<file path="src/rtl/caixa_pkg.sv">
// Shared types and constants for the tank controller: state encoding, default
// parameters and filtered-level decode values (bit order {H, M, L}).
package caixa_pkg;

    typedef enum logic [1:0] {
        REPOUSO  = 2'd0,
        ENCHENDO = 2'd1,
        REGANDO  = 2'd2,
        FALHA    = 2'd3
    } estado_t;

    localparam int DEB_CYCLES_DEF = 8;
    localparam int FILL_MAX_DEF   = 1000;

    localparam logic [2:0] NIVEL_CRITICO = 3'b000;
    localparam logic [2:0] NIVEL_BAIXO   = 3'b001;
    localparam logic [2:0] NIVEL_MEDIO   = 3'b011;
    localparam logic [2:0] NIVEL_CHEIO   = 3'b111;

    // A wetted sensor above a dry one is physically impossible.
    function automatic logic sensor_fault(input logic [2:0] nivel);
        return (nivel[1] & ~nivel[0]) | (nivel[2] & ~nivel[1]);
    endfunction

endpackage

</file>
<file path="src/rtl/filtro_sensor.sv">
// Sensor conditioner: 2-flop synchronizer followed by a debounce counter.
// Latency: 2 + DEB_CYCLES cycles from a stable raw edge to filt_o; no backpressure.
// Any sample matching the current filtered value restarts the count.
module filtro_sensor #(
    parameter int DEB_CYCLES = 8
) (
    input  logic clk,
    input  logic rst_n,
    input  logic raw_i,
    output logic filt_o
);

    localparam logic [7:0] CNT_LAST = 8'(DEB_CYCLES - 1);

    logic       sync1_q, sync1_d;
    logic       sync2_q, sync2_d;
    logic       filt_q,  filt_d;
    logic [7:0] cnt_q,   cnt_d;

    always_comb begin
        sync1_d = raw_i;
        sync2_d = sync1_q;
        filt_d  = filt_q;
        cnt_d   = '0;
        if (sync2_q != filt_q) begin
            if (cnt_q == CNT_LAST) begin
                filt_d = sync2_q;
            end else begin
                cnt_d = cnt_q + 8'd1;
            end
        end
    end

    always_ff @(posedge clk) begin
        if (!rst_n) begin
            sync1_q <= 1'b0;
            sync2_q <= 1'b0;
            filt_q  <= 1'b0;
            cnt_q   <= '0;
        end else begin
            sync1_q <= sync1_d;
            sync2_q <= sync2_d;
            filt_q  <= filt_d;
            cnt_q   <= cnt_d;
        end
    end

    assign filt_o = filt_q;

endmodule

</file>
<file path="src/rtl/controle_caixa.sv">
// Water tank fill / irrigation controller with filtered level sensors and fault state.
// Latency: registered Moore outputs, one edge after the filtered level or request; no backpressure.
// Optional fill watchdog enabled by macro CAIXA_FILL_WATCHDOG_EN.
module controle_caixa
    import caixa_pkg::*;
#(
    parameter int DEB_CYCLES = DEB_CYCLES_DEF,
    parameter int FILL_MAX   = FILL_MAX_DEF
) (
    input  logic       Clk,
    input  logic       Rst_n,
    input  logic       H,
    input  logic       M,
    input  logic       L,
    input  logic       Req_Rega,
    input  logic       Clr_Erro,
    output logic       Ve,
    output logic       Bomba,
    output logic       Al,
    output logic       ERRO,
    output logic [1:0] Estado
);

    if (DEB_CYCLES < 2 || DEB_CYCLES > 255 || FILL_MAX < 1 || FILL_MAX > 65535) begin : g_param_check
        $error("controle_caixa: DEB_CYCLES or FILL_MAX out of range");
    end

    logic f_h, f_m, f_l;

    filtro_sensor #(.DEB_CYCLES(DEB_CYCLES)) u_filtro_h (
        .clk(Clk), .rst_n(Rst_n), .raw_i(H), .filt_o(f_h)
    );
    filtro_sensor #(.DEB_CYCLES(DEB_CYCLES)) u_filtro_m (
        .clk(Clk), .rst_n(Rst_n), .raw_i(M), .filt_o(f_m)
    );
    filtro_sensor #(.DEB_CYCLES(DEB_CYCLES)) u_filtro_l (
        .clk(Clk), .rst_n(Rst_n), .raw_i(L), .filt_o(f_l)
    );

    logic [2:0] nivel;
    logic       falha_sensor, critico, precisa_encher, cheio, tem_agua;

    assign nivel          = {f_h, f_m, f_l};
    assign falha_sensor   = sensor_fault(nivel);
    assign critico        = (nivel == NIVEL_CRITICO);
    assign precisa_encher = critico | (nivel == NIVEL_BAIXO);
    assign cheio          = (nivel == NIVEL_CHEIO);
    assign tem_agua       = cheio | (nivel == NIVEL_MEDIO);

    estado_t state_q, state_d;
    logic    ve_q, ve_d, bomba_q, bomba_d, al_q, al_d, erro_q, erro_d;
    logic    timeout;

`ifdef CAIXA_FILL_WATCHDOG_EN
    localparam logic [15:0] FILL_LAST = 16'(FILL_MAX - 1);

    logic [15:0] fill_cnt_q, fill_cnt_d;

    // Held at zero outside ENCHENDO, so every fill starts counting from zero.
    always_comb begin
        fill_cnt_d = '0;
        if (state_q == ENCHENDO) begin
            fill_cnt_d = fill_cnt_q + 16'd1;
        end
    end

    always_ff @(posedge Clk) begin
        if (!Rst_n) begin
            fill_cnt_q <= '0;
        end else begin
            fill_cnt_q <= fill_cnt_d;
        end
    end

    assign timeout = (state_q == ENCHENDO) && (fill_cnt_q == FILL_LAST) && !cheio;
`else
    assign timeout = 1'b0;
`endif

    always_comb begin
        state_d = state_q;
        unique case (state_q)
            REPOUSO: begin
                if (falha_sensor)                state_d = FALHA;
                else if (precisa_encher)         state_d = ENCHENDO;
                else if (Req_Rega && tem_agua)   state_d = REGANDO;
            end
            ENCHENDO: begin
                if (falha_sensor || timeout)     state_d = FALHA;
                else if (cheio)                  state_d = REPOUSO;
            end
            REGANDO: begin
                if (falha_sensor)                state_d = FALHA;
                else if (precisa_encher)         state_d = ENCHENDO;
                else if (!Req_Rega)              state_d = REPOUSO;
            end
            FALHA: begin
                if (Clr_Erro && !falha_sensor)   state_d = REPOUSO;
            end
            default:                             state_d = REPOUSO;
        endcase

        // Outputs follow the next state so they flip on the same edge as Estado.
        ve_d    = (state_d == ENCHENDO);
        bomba_d = (state_d == REGANDO);
        erro_d  = (state_d == FALHA);
        al_d    = (state_d == FALHA) | critico;
    end

    always_ff @(posedge Clk) begin
        if (!Rst_n) begin
            state_q <= REPOUSO;
            ve_q    <= 1'b0;
            bomba_q <= 1'b0;
            al_q    <= 1'b0;
            erro_q  <= 1'b0;
        end else begin
            state_q <= state_d;
            ve_q    <= ve_d;
            bomba_q <= bomba_d;
            al_q    <= al_d;
            erro_q  <= erro_d;
        end
    end

    assign Ve     = ve_q;
    assign Bomba  = bomba_q;
    assign Al     = al_q;
    assign ERRO   = erro_q;
    assign Estado = state_q;

endmodule

</file>
<file path="config.mk">
export PLATFORM = sky130hd
export DESIGN_NAME = controle_caixa
export DESIGN_NICKNAME = d
export VERILOG_FILES = /design/src/rtl/caixa_pkg.sv /design/src/rtl/filtro_sensor.sv /design/src/rtl/controle_caixa.sv
export SDC_FILE = /design/constraint.sdc
export NUM_CORES = 1
export LEC_CHECK = 0
export ABC_CLOCK_PERIOD_IN_PS = 1450
export CORE_MARGIN = 2
export CORE_UTILIZATION = 50
export CTS_CLUSTER_DIAMETER = 50
export DETAILED_ROUTE_END_ITERATION = 16
export GPL_TIMING_DRIVEN = 0
export PLACE_DENSITY_LB_ADDON = 0.2
export RECOVER_POWER = 100
export SLEW_MARGIN = 30
export SYNTH_ARGS = -nofsm -noshare
export SYNTH_HDL_FRONTEND = slang
export SYNTH_HIERARCHICAL = 1
export SYNTH_SLANG_ARGS = --single-unit
</file>
<file path="constraint.sdc">
create_clock -name Clk -period 1.45 [get_ports Clk]
set_input_delay 0.29 -clock Clk [delete_from_list [all_inputs] [get_ports Clk]]
set_output_delay 0.29 -clock Clk [all_outputs]
set_load 0.1 [all_outputs]
</file>
# Word-level counts from Yosys, hierarchy flattened
# Index checks and enable logic that the tools add are counted.
# word_totals
ff_bits,39
input_bits,7
out_inout_bits,6
wordCells,68
# op_classes
n_reduce_logical,11
mux,10
n_addsub,3
bitwise_logic,12
n_eq_ne,15
# ops
op,n
$add A8 B1 Y8 const B,3
$eq A8 B3 Y1 const B,3
$mux W2,9
$reduce_or A3 Y1,3
$eq A2 B2 Y1 const B,4
$pmux W2 S4,1
$not A1 Y1,6
$reduce_and A2 Y1,3
$eq A2 B1 Y1 const B,2
$or A1 B1 Y1,4
$eq A3 B1 Y1 const B,1
$eq A3 B2 Y1 const B,1
$eq A3 B3 Y1 const B,1
$logic_not A3 Y1,1
$ne A1 B1 Y1,3
$and A1 B1 Y1,2
$logic_and A1 B1 Y1,2
$logic_not A2 Y1,1
$logic_not A1 Y1,1

# Logic depth before layout (Yosys ltp)
# logic_depth
word_depth,9
ltp_mapped,4
mapped_depth_nobuf,4

# Cells and area by module
# The synthesis kept the hierarchy.
# by_module_without_submodules
module,area_per_inst_um2,seq_area_each_um2,instances,cells_each
filtro_sensor,440.4,220.2,3,45
controle_caixa,235.2,120.1,1,23

# Worst setup path before layout
# No wires, ideal clock.
# synth_path
path_type,register to register
startpoint,register state_q[0] (netlist: Estado[0])
endpoint,register erro_q (netlist: ERRO)
setup_time_ns,0.060
n_path_buf,0
t_arrival_ns,1.617
setup_slack_ns,-0.227
t_required_ns,1.390
synth_period_minus_slack_ns,1.677
path_stages_with_launch,4
path_cell_list,dfxtp_1 > o21ai_0 > a32oi_2 > and3b_1
# synth_via
elab_chain_len,5
elab_cells_between_ends,15
cone_classes,eq/ne: 4; mux: 10; reduce/logical: 1
# synth_lines
item,line_no,source
"start, declared",controle_caixa.sv:50,"estado_t state_q, state_d;"
"start signal, assigned",controle_caixa.sv:118,state_q <= state_d;
$mux W2 (on tied branches),"controle_caixa.sv:95, controle_caixa.sv:86",
$mux W2 (on tied branches),"controle_caixa.sv:94, controle_caixa.sv:85",
$mux W2 (on tied branches),"controle_caixa.sv:93, controle_caixa.sv:84",
$pmux W2 S4 *,controle_caixa.sv:82,unique case (state_q)
$eq A2 B2 Y1 *,controle_caixa.sv:106,erro_d = (state_d == FALHA);
"end signal, assigned",controle_caixa.sv:122,erro_q <= erro_d;
"end, declared",controle_caixa.sv:51,"logic ve_q, ve_d, bomba_q, bomba_d, al_q, al_d, erro_q, erro_d;"
# Mark *: on every way between the ends. The rest lies on a longest branch, timed or not.
# A chain may end at the register's enable or synchronous reset.

# Final worst setup path
# layout_path
startpoint,register u_filtro_m.cnt_q[5]
endpoint,register u_filtro_m.filt_q (netlist: u_filtro_m/filt_o)
# layout_via
elab_chain_len,2
# layout_lines
item,line_no,source
"start, declared",filtro_sensor.sv:18,"logic [7:0] cnt_q, cnt_d;"
"start signal, assigned",filtro_sensor.sv:44,cnt_q <= cnt_d;
$eq A8 B3 Y1,filtro_sensor.sv:26,if (cnt_q == CNT_LAST) begin
$reduce_and A2 Y1 (no line),n/a,
"end signal, assigned",filtro_sensor.sv:43,filt_q <= filt_d;
"end, declared",filtro_sensor.sv:17,"logic filt_q, filt_d;"
# Every way passes these cells.

==> reports/results.tsv <==
stage	metric	value	unit
run_status	outcome	finished with violations	
run_status	violations	negative setup slack	
routing	dr_wl_met2	1210	um
routing	viasPerCell	5.66	
final_layout	area_growth	14.5	%
timing	tightestPinTransition	0.482	ns
placed_design	place_congestion	0.789	
cts	htree_levels	2	
routing	dr.max_layer_used	met4	
timing	finalSetupViolCount	5	
grt	grt_overflow	0	
critical_path	cp.required	1.73	ns
synthesis	synthMuxAreaShare	0	%
timing	fmax	0.637	GHz
grt	grt_pass1_wl	4620	um
synthesis	ys_ff_latch	39	
timing	rsz0062_at_grt	yes	
timing	fin_crit	1.57	ns
critical_path	arrival	1.85	ns
timing	whs	0.443	ns
placed_design	hpwl	1820	um
routing	wl_per_cell	12.4	um
cts	clk_pin_slew	0.11	ns
synthesis	synth_top_family_by_area	simple AND/OR/NAND/NOR gates	
timing	fin_skew	0.0113	ns
critical_path	crit_fanout	3	
final_layout	fin_nets	188	
routing	wirelength	2620	um
die	row_count	20	
synthesis	yosysSeqAreaShare	50.2	%
final_layout	instances_no_fill	211	
die	ioPinCount	13	
grt	antenna_found_initial	0	
power_and_ir_drop	power.total	1.73	mW
final_layout	design_area	1780	um^2
die	die_x	59.8	um
synthesis	avgSynthCellArea	9.85	um^2
cts	clock-root-buffer	clkbuf_4	
cts	cts_sinks	39	
job	maxCapViolCount	0	
synthesis	synth_compound_area_share	12.9	%
synthesis	synth_top_area_share	50.2	%
routing	wl_met1	1240	um
grt	grt.total_usage	17.6	%
synthesis	synth-xor-area-share	6.75	%
final_layout	drive_gt1_share	19.1	%
critical_path	cp-end-kind	register	
cts	cts_buffers	5	
routing	first_iter_violations	90	
synthesis	synthAdderAreaFrac	2.41	%
synthesis	synth-async-reset-ratio	0	%
die	die_y	59.8	um
synthesis	yosys.area.top_type	dfxtp_1	
routing	drc	0	
die	dieArea	3580	um^2
critical_path	r2r_setup_slack	-0.12	ns
placed_design	dpl.cell_count	203	
final_layout	fin_util	59.4	%
synthesis	ys.flop_type	dfxtp_1	
critical_path	worstSetupStartpointType	register	
die	start_util	51.8	%
synthesis	synth_edf_count	0	
power_and_ir_drop	power_density	972	nW/um^2
synthesis	synth_cells	158	
routing	drt-pass1-iter-count	4	
placed_design	dp_slack	-0.341	ns
synthesis	synth-simple-area-share	26.8	%
routing	ant_nets	0	
placed_design	io_buffers	12	
placed_design	post_dp_cell_area	1720	um^2
synthesis	yosys.cell_types.count	30	
power_and_ir_drop	p_leak	0.624	nW
synthesis	yosys-top-cells-area	dfxtp_1 50%, xor2_1 5.1%, a211oi_1 4.3%	
timing	relSlewSlack	67.8	%
timing	min_period_over_period	108	%
grt	grt_pass1_vias	1118	
routing	route.vias.total	1195	
die	core-area	3000	um^2
worst_hold_path	hold_path_class	register to register	
cts	cts_buffer_depth	2	
synthesis	synth_area	1560	um^2
synthesis	yosysMostFrequentCell	dfxtp_1	
critical_path	setup.worst_path.class	register to register	
cts	clk_latency	0.34	ns
timing	slew_viol_final	0	
timing	tns	-0.362	ns
grt	grt_max_degree	19	
timing	hold_viol_final	0	
final_layout	diodes	0	
synthesis	synthTopCellsByCount	39 x dfxtp_1, 10 x nand2_1, 10 x nor3_1, 10 x o21ai_0	
power_and_ir_drop	vdd_drop_max	0.670	mV
routing	route.met3.wl	113	um
synthesis	syn_nets	168	
synthesis	yosysWarnings	6	
cts	cts_tree	done	
timing	setup_ws	-0.121	ns
## cells by family after synthesis
family,count (synthesis)
compound gates,29
buf+inv,4
simple gates,71
fa+ha+maj,3
flops,39
xor+xnor,12
## sequential cells by signal (all words and copies together) (netlist names)
signal / flops
u_filtro_h/cnt_q: 8
ERRO: 1
u_filtro_m/cnt_q: 8
u_filtro_l/sync2_q: 1
Estado: 2
u_filtro_l/filt_o: 1
u_filtro_h/sync2_q: 1
u_filtro_m/sync2_q: 1
u_filtro_l/cnt_q: 8
u_filtro_h/filt_o: 1
u_filtro_m/filt_o: 1
Bomba: 1
Al: 1
u_filtro_l/sync1_q: 1
u_filtro_m/sync1_q: 1
Ve: 1
u_filtro_h/sync1_q: 1
## critical path, cell delays in order (launching register included)
cell and delay (ns):
dfxtp_2 0.34, or4_4 0.55, or4b_1 0.49, a21boi_1 0.13
## where the power goes
group / internal (mW) / switching [mW] / leakage, nW
Clock: 0.225 / 0.334 / 0.0341
Sequential: 1.09 / 0.00651 / 0.320
Combinational: 0.0312 / 0.0511 / 0.270
Total: 1.34 / 0.391 / 0.624
## area by class of cell
type | instances | area (um^2)
inverter | 1 | 3.75
multi-input combinational | 115 | 768
clock inverter | 1 | 5.00
clock buffer | 6 | 51.3
fill | 268 | 1220
timing repair buffer | 16 | 125
sequential | 39 | 788
tap | 33 | 41.3
## path summary, 6_finish.rpt
check | from | endpoint | cells past startpoint
setup / recovery | u_filtro_m/cnt_q[5] | u_filtro_m/filt_o | 3
hold / removal | u_filtro_l/sync1_q | u_filtro_l/sync2_q | 1
setup reg to reg | u_filtro_m/cnt_q[5] | u_filtro_m/filt_o | 3
hold reg to reg | u_filtro_l/sync1_q | u_filtro_l/sync2_q | 1
## layout by cell type, fill, tap and decap left out, drive strengths merged, types with 5 or more instances in the layout
cell type	instances
xor2	9
nor2	8
buf	8
nand2	10
a211oi	9
o21ai	10
clkdlybuf4s50	6
nor3b	5
nor3	10
and2	8
or3	9
nand3	9
clkbuf	8
dfxtp	39
## what timing repair did
action	in CTS	in global routing
hold buffers	0	0
setup buffers	4	0
resized for setup	37	4
setup endpoints to repair	27	23
## per-layer routing
| metal | vias up | GRT usage (%) |
|---|---|---|
| met2 | 19 | 28.4 |
| li1 | 616 | - |
| met4 | 0 | 9.52 |
| met5 | - | 0 |
| met3 | 5 | 6.49 |
| met1 | 555 | 20.2 |
(Power assumes the default switching activity.)
